[config.mk]
export PLATFORM = sky130hd
export DESIGN_NAME = same_idx_seq
export DESIGN_NICKNAME = d
export VERILOG_FILES = /design/src/rtl/same_idx_seq.sv
export SDC_FILE = /design/constraint.sdc
export NUM_CORES = 1
export LEC_CHECK = 0
export ABC_CLOCK_PERIOD_IN_PS = 4550
export BUFFER_PORTS_ARGS = -buffer_cell sky130_fd_sc_hd__buf_2
export CAP_MARGIN = 10
export CORE_MARGIN = 2
export CORE_UTILIZATION = 50
export DETAILED_ROUTE_END_ITERATION = 10
export GPL_TIMING_DRIVEN = 0
export PLACE_DENSITY = 0.68
export SLEW_MARGIN = 20
export SYNTH_ARGS = -nofsm -noshare
export SYNTH_HDL_FRONTEND = slang
export SYNTH_SLANG_ARGS = --single-unit
export TNS_END_PERCENT = 100
[constraint.sdc]
create_clock -name clk -period 4.55 [get_ports clk]
set_clock_uncertainty 0.05 [all_clocks]
set_input_delay 0.91 -clock clk [delete_from_list [all_inputs] [get_ports clk]]
set_output_delay 0.91 -clock clk [all_outputs]
set_load 0.01 [all_outputs]
[src/rtl/same_idx_seq.sv]
// same_idx_seq: index sequencer for a same-size convolution.
// On start it latches sizeX/sizeY, publishes init_same = floor(sizeY/2) to the
// pointer stage and then walks i = 0..sizeX-1. For each i it presents the
// full-convolution index k = init_same + i and the valid Y-tap range
// [jmin, jmax].
//
// Handshake: idx_valid_o / idx_ready_i follow strict valid/ready rules. A
// transfer happens on a rising edge where both are high. Once idx_valid_o is
// raised, it and the triple hold unchanged until that transfer. idx_valid_o
// never depends on idx_ready_i.
module same_idx_seq #(
  parameter int IDX_W = 6
) (
  input  logic             clk,
  input  logic             rst_a,
  input  logic             start_i,
  input  logic [IDX_W-1:0] size_x_i,
  input  logic [IDX_W-1:0] size_y_i,
  output logic [IDX_W-1:0] init_same_o,
  output logic             idx_valid_o,
  input  logic             idx_ready_i,
  output logic [IDX_W-1:0] k_o,
  output logic [IDX_W-1:0] jmin_o,
  output logic [IDX_W-1:0] jmax_o,
  output logic             busy_o,
  output logic             done_o,
  output logic             err_o,
  output logic [1:0]       state_o
);

  localparam int EW = IDX_W + 1;
  localparam logic [IDX_W-1:0] ONE     = IDX_W'(1);
  localparam logic [IDX_W-1:0] MAX_LEN = IDX_W'(32);

  typedef enum logic [1:0] {S_IDLE, S_INIT, S_EMIT, S_DONE} state_t;

  state_t           state, state_nxt;
  logic [IDX_W-1:0] size_x_r, size_y_r, i_r, init_r;
  logic [IDX_W-1:0] k_r, jmin_r, jmax_r;
  logic             valid_r, err_r;

  logic             size_bad, handshake, last, load;
  logic [IDX_W-1:0] sel_i;
  logic [EW-1:0]    k_w, xm1, ym1, jmin_w, jmax_w;
  logic [EW:0]      diff;
  logic             unused_bits;

  // Triple for the index about to be presented: the current i on the first
  // load of the run, i+1 when advancing after a transfer.
  always_comb begin
    size_bad  = (size_x_r == '0) || (size_x_r > MAX_LEN) ||
                (size_y_r == '0) || (size_y_r > MAX_LEN);
    handshake = valid_r & idx_ready_i;
    last      = (i_r == (size_x_r - ONE));
    load      = (state == S_EMIT) & (~valid_r | (handshake & ~last));
    sel_i     = valid_r ? (i_r + ONE) : i_r;
    k_w       = {1'b0, init_r} + {1'b0, sel_i};
    xm1       = {1'b0, size_x_r} - EW'(1);
    ym1       = {1'b0, size_y_r} - EW'(1);
    // Signed difference: a negative k-(sizeX-1) clamps jmin to 0.
    diff      = $signed({1'b0, k_w}) - $signed({1'b0, xm1});
    jmin_w    = diff[EW] ? '0 : diff[EW-1:0];
    jmax_w    = (k_w < ym1) ? k_w : ym1;
    unused_bits = jmin_w[EW-1] ^ jmax_w[EW-1];
  end

  // State register.
  always_ff @(posedge clk or negedge rst_a) begin
    if (!rst_a) state <= S_IDLE;
    else        state <= state_nxt;
  end

  // Next-state logic.
  always_comb begin
    state_nxt = state;
    case (state)
      S_IDLE:  if (start_i) state_nxt = S_INIT;
      S_INIT:  state_nxt = size_bad ? S_DONE : S_EMIT;
      S_EMIT:  if (handshake && last) state_nxt = S_DONE;
      S_DONE:  state_nxt = S_IDLE;
      default: state_nxt = S_IDLE;
    endcase
  end

  // State-decoded outputs.
  always_comb begin
    busy_o  = (state == S_INIT) || (state == S_EMIT);
    done_o  = (state == S_DONE);
    state_o = state;
  end

  // Size capture, window offset, walk counter, valid and sticky error.
  always_ff @(posedge clk or negedge rst_a) begin
    if (!rst_a) begin
      size_x_r <= '0;
      size_y_r <= '0;
      init_r   <= '0;
      i_r      <= '0;
      valid_r  <= 1'b0;
      err_r    <= 1'b0;
    end else begin
      case (state)
        S_IDLE: if (start_i) begin
          size_x_r <= size_x_i;
          size_y_r <= size_y_i;
          err_r    <= 1'b0;
        end
        S_INIT: begin
          init_r <= size_y_r >> 1;
          i_r    <= '0;
          err_r  <= size_bad;
        end
        S_EMIT: begin
          if (!valid_r) valid_r <= 1'b1;
          else if (handshake) begin
            if (last) valid_r <= 1'b0;
            else      i_r     <= i_r + ONE;
          end
        end
        default: ;
      endcase
    end
  end

  // Output triple registers; they keep their last values after a run.
  always_ff @(posedge clk or negedge rst_a) begin
    if (!rst_a) begin
      k_r    <= '0;
      jmin_r <= '0;
      jmax_r <= '0;
    end else if (load) begin
      k_r    <= k_w[IDX_W-1:0];
      jmin_r <= jmin_w[IDX_W-1:0];
      jmax_r <= jmax_w[IDX_W-1:0];
    end
  end

  assign init_same_o = init_r;
  assign idx_valid_o = valid_r;
  assign k_o         = k_r;
  assign jmin_o      = jmin_r;
  assign jmax_o      = jmax_r;
  assign err_o       = err_r;

endmodule

# ---- Yosys cells after proc, flatten, opt, wreduce, memory -nomap -nowiden
# Index checks and enable logic that the tools add are counted.
dict set report classes {
  div_mod_pow 0
  add_sub_neg 6
  n_mul 0
  order_cmp 3
  eq_ne 9
  n_bitwise 6
  reduce_logical 14
  n_shift 0
  n_mux 16
}
# op count
set ops {}
lappend ops {{6-bit 2-to-1 mux} 6}
lappend ops {{6-bit by 1-bit subtractor with 7-bit output, second input constant} 2}
lappend ops {{6-bit > comparator, second input constant} 2}
lappend ops {{6-bit zero test} 2}
lappend ops {{6-bit case mux with 2 select lines} 1}
lappend ops {{2-bit inequality test, second input constant} 4}
lappend ops {{2-bit case mux with 4 select lines} 1}
lappend ops {{7-bit by 7-bit subtractor with 8-bit output} 1}
lappend ops {{5-bit by 6-bit adder with 7-bit output} 1}
lappend ops {{7-bit < comparator} 1}
lappend ops {{6-bit by 1-bit adder with 6-bit output, second input constant} 1}
lappend ops {{6-bit equality test} 1}
lappend ops {{2-bit AND reduction} 3}
lappend ops {{6-bit by 1-bit subtractor with 6-bit output, second input constant} 1}
lappend ops {{1-bit 2-to-1 mux} 5}
lappend ops {{2-bit equality test, second input constant} 2}
lappend ops {{1-bit logical OR} 4}
lappend ops {{2-bit 2-to-1 mux} 2}
lappend ops {{4-bit AND reduction} 1}
lappend ops {{2-bit nonzero test} 2}
lappend ops {{1-bit bitwise AND} 3}
lappend ops {{2-bit by 1-bit equality test with 1-bit output, second input constant} 1}
lappend ops {{2-bit zero test} 1}
lappend ops {{2-bit by 1-bit inequality test with 1-bit output, second input constant} 1}
lappend ops {{4 further kinds} 5}
dict set report totals {
  ramBits 0
  mem_bits_ro 0
  elab_cells 64
  input_bits 16
  register_bits 45
  mem_count 0
  output_inout_bits 30
  latchBits 0
}

# ---- Longest topological paths before layout
# Gate-level depths: netlist (run 1).
dict set report depth {
  word_depth 6
  ltp_mapped 14
  depth_no_buf 14
}

# ---- Least setup slack after synthesis (run 1)
# No wires, ideal clock.
dict set report synth_path {
  path_type {reg-to-reg}
  startpoint {register valid_r (netlist: idx_valid_o)}
  endpoint {register jmax_r[4] (netlist: jmax_o[4])}
  required_ns 4.410
  period_less_slack_ns 3.467
  path_stages_with_launch 13
  setup_ns 0.090
  setup_slack_ns 1.083
  path_buffers 1
  arrival_time_ns 3.326
  path_cell_list {dfrtp_1 clkbuf_1 mux2_2 ha_1 a211oi_1 o21bai_1 a21oi_1 xor2_1 ha_1 a21o_1 a21oi_1 a21boi_0 o31ai_4}
}
dict set report synth_between {
  elab_chain_len 4
  word_cells_on_any_way 9
  classes_between {add/sub: 1; order compare: 1; mux: 2; bitwise: 5}
}
# element line_no
set synth_lines {}
lappend synth_lines {{start, declared} 40} ;# logic valid_r, err_r;
lappend synth_lines {{start signal, assigned} 99} ;# valid_r <= 1'b0;
lappend synth_lines {{start signal, assigned} 114} ;# if (!valid_r) valid_r <= 1'b1;
lappend synth_lines {{start signal, assigned} 116} ;# if (last) valid_r <= 1'b0;
lappend synth_lines {{6-bit 2-to-1 mux or 1-bit bitwise AND (tied branches)} {56, 53}}
lappend synth_lines {{5-bit by 6-bit adder with 7-bit output or 1-bit bitwise AND (tied branches)} {57, 55}}
lappend synth_lines {{7-bit < comparator or 1-bit bitwise OR (tied branches)} {63, 55}}
lappend synth_lines {{6-bit 2-to-1 mux or 1-bit bitwise AND (tied branches)} {63, 55}}
lappend synth_lines {{end signal, assigned} 134} ;# jmax_r <= jmax_w[IDX_W-1:0];
lappend synth_lines {{end, declared} 39} ;# logic [IDX_W-1:0] k_r, jmin_r, jmax_r;
# Several ways; a longest one is shown, not always the timed one.
# A chain may end at the register's enable or synchronous reset.

# ---- Final worst setup path (run 1)
# Ends and elaborated chain as after synthesis.

==> results by group, run 1 <==
Status
  – Run status: completed

STA
  – Setup tns final: 0 ns
  – RSZ-0062 raised after global routing: no
  – Fin. max-slew vios: 0
  – Hold Violations, Final: 0
  – Rel. slew slack: 60.98%
  – Highest clock rate: 0.2545 GHz
  – Final min period: roughly 4 ns
  – Final Setup Violations: 0
  – Tightest Pin Transition: 0.5792 ns
  – Crit share post-route: 86.35%

Worst hold path
  – Hold depth: 1
  – Worst Hold End: k_o[4]$_DFFE_PN0P_
  – Hold_sp: k_o[4]$_DFFE_PN0P_
  – Hold Crit Class: register to register

Floorplan
  – Core ar.: 5991 um2
  – Die ar.: 6894 um2
  – Ports: 46
  – Die Span X: 83.03 um
  – Die Ht: 83.03 um
  – Rows: 28
  – Starting Density: 52.13%

Yosys
  – Post-Syn Area: 3123 um2
  – Sequential fraction of the synthesis area: 36.06%
  – EDFF count, synth: 0
  – Top cells by count, synth: dfrtp_1 (45), ha_1 (24), nand3_1 (21)
  – Synth Warn #: 0
  – Main area contributors after synthesis: dfrtp_1 (36%), ha_1 (9.6%), mux2_2 (6.5%)
  – Syn avg cell area: 10.81 um2
  – Most numerous cell in the Yosys netlist: dfrtp_1
  – Fraction of registers with async set/reset: 100.0%
  – Netlist cell types: 58
  – #FFs+latches synth: 45
  – Synthesized Nets: 331
  – Synth area leader: dfrtp_1
  – Yosys top cell area share: 36.06%
  – Top_reg_cell synth: dfrtp_1
  – Synth Instances: roughly 290

Route
  – DR vias/cell: approximately 5.5
  – DR vias: 2,298
  – Initial DRC Count: 69
  – Routed length on met1: 3155 um
  – Post-route ant nets: 0
  – First-pass iteration count of the detailed router: 4
  – DRC: 0
  – Met2 wire len: just under 3000 um
  – Total wire length: ~6400 um
  – DR top layer: met4
  – Routed wire per std cell: 15.33 um
  – Met3 WL: ~250 um

Global routing
  – Largest net degree at the start of global routing: 46
  – All-Layer GR Usage: 19.73%
  – Wire length of the first global-routing pass: approximately 11,000 um
  – Congestion Overflow GR: 0
  – Vias in the first global route: around 2,200
  – Initial antenna violation count: 0

Clock tree
  – Clock Tree Root: clkbuf_8
  – CTS tree: yes
  – H-tree depth: 2
  – Clock transition at path regs: ~0.090 ns
  – Post-CTS Hold Fix Bufs: 0
  – Post_cts resized: 0
  – Max Root-Sink Buffers: 2
  – Sink Count: 45
  – Setup bufs post-CTS: 0
  – Clk_lat worst skew: around 0.31 ns
  – Total CTS buffers: 5

Critical path
  – RR Startpoint: idx_valid_o$_DFFE_PN0P_
  – Critical R2R Capture: jmax_o[4]$_DFFE_PN0P_
  – CP Capture Type: register
  – Critical path required time: between 4 and 5 ns
  – CP Class: register to register
  – Worst Path Arrival: between 4 and 5 ns
  – Crit start category: register
  – FF-to-FF path depth: 12
  – Crit Path Max Fanout: 10
  – R2R setup slack: approximately 0.62 ns

Layout
  – Multi-input logic area: 1878 um2
  – Diodes inserted: 0
  – Layout cell share with drive strength beyond 1: 26.98%
  – P&R area growth vs syn: 14.54%
  – Nets: 382
  – Register area: 1126 um2
  – FILL cells: 519

Place
  – Dpl hpwl: 4976 um
  – I/O Buffers: 44
  – Routability Congestion: approximately 0.84

Flow run
  – Max-cap violation count: 0
-- routing by layer --
metal | GRT usage [%] | vias to the layer above
met5 | 0 | -
met4 | 4.471 | 0
met3 | 3.976 | 4
met2 | 31.30 | 62
met1 | 27.98 | 1083
li1 | - | 1149
-- flip-flops by register name, indices dropped and copies added (netlist names) --
name	flops
size_y_r	6
jmin_o	6
k_o	6
state_o	2
idx_valid_o	1
i_r	6
jmax_o	6
init_same_o	5
size_x_r	6
err_o	1
-- through the flow --
stage	std cells	util (%)	hold slack (ns)	cell area, um2	worst slack, ns
global placement	408	57.37	0.4201	3437	0.7339
finish	416	59.71	0.4402	3577	0.6209
detailed placement	408	57.37	0.4261	3437	0.6569
floorplan	289	-	0.4704	3123	1.083
CTS	416	59.67	0.4470	3575	0.6301
global route	416	59.71	0.4826	3577	0.3496
-- cell type report --
| class | count | area share, % |
|---|---|---|
| Sequential cell | 45 | 31.48 |
| Timing Repair Buffer | 44 | 6.226 |
| Clock inverter | 3 | 1.924 |
| Multi-Input combinational cell | 218 | 52.50 |
| Buffer | 13 | 1.959 |
| Tap cell | 75 | 2.623 |
| Inverter | 13 | 1.364 |
| Clock buffer | 5 | 1.924 |
-- critical path, cell delays in order (launching register included) --
cell and delay (ns):
dfrtp_1 0.35, clkbuf_1 0.35, mux2_2 0.43, ha_1 0.27
a211oi_1 0.35, o21bai_1 0.14, a21oi_1 0.26, xor2_1 0.28
ha_1 0.29, a21o_1 0.19, a21oi_1 0.37, a21boi_0 0.25
o31ai_4 0.26
-- kinds of logic after synthesis --
family	count (synthesis)	synth area share, %
multiplexers	25	8.934
other	1	0.1201
adder cells (fa/ha/maj)	27	11.22
XOR/XNOR	32	10.82
buffers and inverters	26	3.806
AO/OA/AOI/OAI	62	16.43
AND/OR/NAND/NOR	71	12.62
flip-flops	45	36.06
-- how the worst max path moves through the flow --
| stage | slack [ns] | to | startpoint |
|---|---|---|---|
| finish | 0.62 | jmax_o[4]$_DFFE_PN0P_ | idx_valid_o$_DFFE_PN0P_ |
| global route | 0.35 | jmax_o[4]$_DFFE_PN0P_ | idx_valid_o$_DFFE_PN0P_ |
| detailed placement | 0.66 | jmax_o[4]$_DFFE_PN0P_ | idx_valid_o$_DFFE_PN0P_ |
| floorplan | 1.08 | jmax_o[4]$_DFFE_PN0P_ | idx_valid_o$_DFFE_PN0P_ |
| CTS | 0.63 | jmax_o[4]$_DFFE_PN0P_ | idx_valid_o$_DFFE_PN0P_ |
| global placement | 0.73 | jmax_o[4]$_DFFE_PN0P_ | idx_valid_o$_DFFE_PN0P_ |
-- layout by cell type, fill, tap and decap left out, drive strengths merged, types with 2 or more instances in the layout --
master	n
xor2	15
dfrtp	45
mux2	23
clkbuf	12
nor3	10
and2	2
inv	14
o31ai	16
a21o	5
nand2	6
and3	2
fa	2
nor2b	3
mux2i	2
nand4	4
or2	2
ha	24
nor2	10
buf	50
xnor2	13
o21ai	9
bufinv	2
a21boi	4
a21oi	8
o21bai	2
nand3	21
xnor3	3
nor3b	2
a22oi	2
a211oi	2
o2bb2ai	2
o21a	3
o211ai	2
nand2b	4
or3	2
Power of run 1 is left out: the tool's default activity adds up to more than one toggle a clock period on the data nets, which glitch-free logic cannot reach.
==> run 2, diff against run 1 <==
Settings changed: ABC_AREA from default to 1, PLACE_DENSITY 0.68 to 0.8.
==> run 2 against run 1 <==
Final area shrank 3.5%; highest routed layer unchanged; hold slack got worse by 0.017 ns; synthesized cell count grew 42%; wire length grew 7.4%; critical path depth grew 9; die area down 3.3%; sequential share of layout area up 1.2 points; utilization fell by 1.1 points; global-route usage increased by 2.6 points; critical path type unchanged; via count rose by 19%; first-iteration DRC count grew 110%; flip-flop and latch count did not move.
==> results by group, run 2 <==
Clock tree
  – Clk_lat worst skew: 0.31 ns (about the same)
  – Max Root-Sink Buffers: 2 (unchanged)
  – H-tree depth: 2 (unchanged)
  – Sink Count: 45 (unchanged)
  – Clock transition at path regs: 0.10 ns (was 0.09 ns)
  – CTS tree: yes (unchanged)
  – Setup bufs post-CTS: 0 (unchanged)
  – Clock Tree Root: clkbuf_8 (unchanged)
  – Post_cts resized: 0 (unchanged)
  – Post-CTS Hold Fix Bufs: 0 (unchanged)
  – Total CTS buffers: 5 (unchanged)

Yosys
  – Yosys top cell area share: 37.36% (was 36.06%)
  – Main area contributors after synthesis: dfrtp_1 (37%), nand2_1 (18%), ha_1 (10%) (was dfrtp_1 (36%), ha_1 (9.6%), mux2_2 (6.5%))
  – #FFs+latches synth: 45 (unchanged)
  – EDFF count, synth: 0 (unchanged)
  – Most numerous cell in the Yosys netlist: nand2_1 (was dfrtp_1)
  – Top cells by count, synth: nand2_1 (145), dfrtp_1 (45), nand3_1 (45) (was dfrtp_1 (45), ha_1 (24), nand3_1 (21))
  – Netlist cell types: 28 (was 58)
  – Syn avg cell area: 7.352 um2 (was 10.81 um2)
  – Top_reg_cell synth: dfrtp_1 (unchanged)
  – Synth area leader: dfrtp_1 (unchanged)
  – Fraction of registers with async set/reset: 100.0% (unchanged)
  – Synthesized Nets: 452 (was 331)
  – Synth Warn #: 0 (unchanged)
  – Post-Syn Area: 3014 um2 (was 3123 um2)
  – Sequential fraction of the synthesis area: 37.36% (was 36.06%)
  – Synth Instances: 410 (was 289)

Floorplan
  – Rows: 28 (unchanged)
  – Die Span X: 81.64 um (was 83.03 um)
  – Core ar.: 5886 um2 (was 5991 um2)
  – Die Ht: 81.64 um (was 83.03 um)
  – Die ar.: 6665 um2 (was 6894 um2)
  – Ports: 46 (unchanged)
  – Starting Density: 51.21% (was 52.13%)

STA
  – Fin. max-slew vios: 0 (unchanged)
  – Final Setup Violations: 0 (unchanged)
  – Crit share post-route: 79.68% (was 86.35%)
  – Hold Violations, Final: 0 (unchanged)
  – Rel. slew slack: 61.66% (was 60.98%)
  – Tightest Pin Transition: 0.5751 ns (was 0.5792 ns)
  – Final min period: 3.626 ns (was 3.929 ns)
  – Setup tns final: 0 ns (unchanged)
  – RSZ-0062 raised after global routing: no (unchanged)
  – Highest clock rate: 0.2758 GHz (was 0.2545 GHz)

Layout
  – P&R area growth vs syn: 14.49% (was 14.54%)
  – Layout cell share with drive strength beyond 1: 14.50% (was 26.98%)
  – Nets: 503 (was 382)
  – Commonest non-fill, non-tap cell in the layout: nand2_1
  – Register area: 1126 um2 (unchanged)
  – Diodes inserted: 0 (unchanged)
  – FILL cells: 574 (was 519)
  – Most frequent cells in the layout: nand2_1 (145), nand3_1 (45), dfrtp_1 (45), buf_2 (43), inv_1 (42) (was buf_2 (45), dfrtp_1 (45), ha_1 (24), nand3_1 (21), mux2_2 (18))
  – Multi-input logic area: 1678 um2 (was 1878 um2)

Critical path
  – Worst Path Arrival: 3.78 ns (was 4.10 ns)
  – Critical path required time: 4.70 ns (was 4.72 ns)
  – CP Capture Type: register (unchanged)
  – Crit Path Max Fanout: 10 (unchanged)
  – CP Class: register to register (unchanged)
  – FF-to-FF path depth: 21 (was 12)
  – RR Startpoint: i_r[0]$_DFFE_PN0P_ (was idx_valid_o$_DFFE_PN0P_)
  – Critical R2R Capture: jmax_o[1]$_DFFE_PN0P_ (was jmax_o[4]$_DFFE_PN0P_)
  – Crit start category: register (unchanged)
  – R2R setup slack: 0.92 ns (was 0.62 ns)

Route
  – DR vias/cell: 5.110 (was 5.524)
  – DR vias: 2,744 (was 2,298)
  – Initial DRC Count: 146 (was 69)
  – Post-route ant nets: 0 (unchanged)
  – First-pass iteration count of the detailed router: 4 (unchanged)
  – Routed wire per std cell: 12.75 um (was 15.33 um)
  – DRC: 0 (unchanged)
  – Total wire length: 6846 um (was 6376 um)

Place
  – Dpl hpwl: 5290 um (was 4976 um)
  – Routability Congestion: 0.8856 (was 0.8430)
  – I/O Buffers: 44 (unchanged)

Worst hold path
  – Hold depth: 2 (was 1)
  – Hold_sp: k_o[1]$_DFFE_PN0P_ (was k_o[4]$_DFFE_PN0P_)
  – Hold Crit Class: register to register (unchanged)
  – Worst Hold End: k_o[1]$_DFFE_PN0P_ (was k_o[4]$_DFFE_PN0P_)

Global routing
  – Congestion Overflow GR: 0 (unchanged)
  – Initial antenna violation count: 0 (unchanged)
  – Largest net degree at the start of global routing: 46 (unchanged)
  – Vias in the first global route: 2,524 (was 2,220)
  – All-Layer GR Usage: 22.35% (was 19.73%)
  – Wire length of the first global-routing pass: 11,430 um (was 11,050 um)

Flow run
  – Max-cap violation count: 0 (unchanged)

Status
  – Run status: completed (unchanged)
-- run 2: changes by cell type after synthesis, moves of 5 or more --
cell / before / now
o21ai_0: 7 / 26
xnor2_1: 13 / 3
o31ai_1: 8 / 0
nor2_1: 10 / 20
inv_1: 13 / 42
nand3_1: 21 / 45
mux2_2: 18 / 2
nand2_1: 6 / 145
mux2_1: 5 / 0
o31ai_2: 6 / 0
xor2_1: 15 / 9
nor3_1: 9 / 1
-- run 2: cell type report --
cell class,count,share of cell area (%)
Tap cell,75,2.719
Clock buffer,6,2.393
Clock inverter,2,1.088
Buffer,8,1.523
Timing Repair Buffer,44,6.454
Multi-Input combinational cell,315,48.62
Inverter,42,4.569
Sequential cell,45,32.63
-- run 2: logic make-up after synthesis --
family	count (synthesis)	share of synthesized area [%]
AOI/OAI and AO/OA	49	8.801
xor gates and xnor gates	12	3.487
adders and majority gates	26	11.29
buffers and inverters	50	6.973
DFF	45	37.36
muxes	2	0.7471
other	1	0.1244
and+or+nand+nor	225	31.22
-- run 2: worst max-delay path, cell delays in order (launching register included) --
cell,delay [ns]
dfrtp_1,0.47
ha_1,0.26
xor2_1,0.16
nand2_1,0.06
o21ai_0,0.14
ha_1,0.40
or2_1,0.29
nand3_2,0.11
nand2_1,0.06
nand2_1,0.07
nand2_1,0.05
nand2_1,0.10
nand2_1,0.10
ha_1,0.32
a21o_1,0.18
a21oi_1,0.12
nand2_1,0.07
inv_1,0.05
nand2_1,0.05
buf_4,0.16
o21ai_0,0.19
o21ai_1,0.08
-- run 2: metrics by stage --
stage	cells	area (um2)	setup slack, ns	hold slack (ns)	utilization (%)
global placement	529	3328	1.029	0.3995	56.55
CTS	537	3448	0.9377	0.4287	58.59
global route	537	3451	0.5704	0.4546	58.63
finish	537	3451	0.9245	0.4231	58.63
detailed placement	529	3328	0.9663	0.4049	56.55
floorplan	410	3014	1.364	0.4559	-
-- run 2: how the worst max path moves through the flow --
stage | cells past startpoint | end | start
6_report | 21 | jmax_o[1]$_DFFE_PN0P_ | i_r[0]$_DFFE_PN0P_
5_1_grt | 21 | jmax_o[2]$_DFFE_PN0P_ | i_r[0]$_DFFE_PN0P_
4_1_cts | 21 | jmax_o[1]$_DFFE_PN0P_ | i_r[0]$_DFFE_PN0P_
3_5_place_dp | 21 | jmax_o[1]$_DFFE_PN0P_ | i_r[0]$_DFFE_PN0P_
3_3_place_gp | 21 | jmax_o[1]$_DFFE_PN0P_ | i_r[0]$_DFFE_PN0P_
2_1_floorplan | 23 | jmax_o[5]$_DFFE_PN0P_ | i_r[0]$_DFFE_PN0P_
-- run 2: routing by layer --
layer | part of all wire, % | GRT usage (%) | vias to the layer above | routed length (um)
met5 | 0 | 0 | - | 0
li1 | - | - | 1425 | -
met3 | 4.8 | 3.516 | 12 | 331
met1 | 48 | 29.38 | 1230 | 3266
met4 | 1.7 | 7.500 | 0 | 116
met2 | 46 | 37.62 | 77 | 3132
Power of run 2 is left out for the same reason.
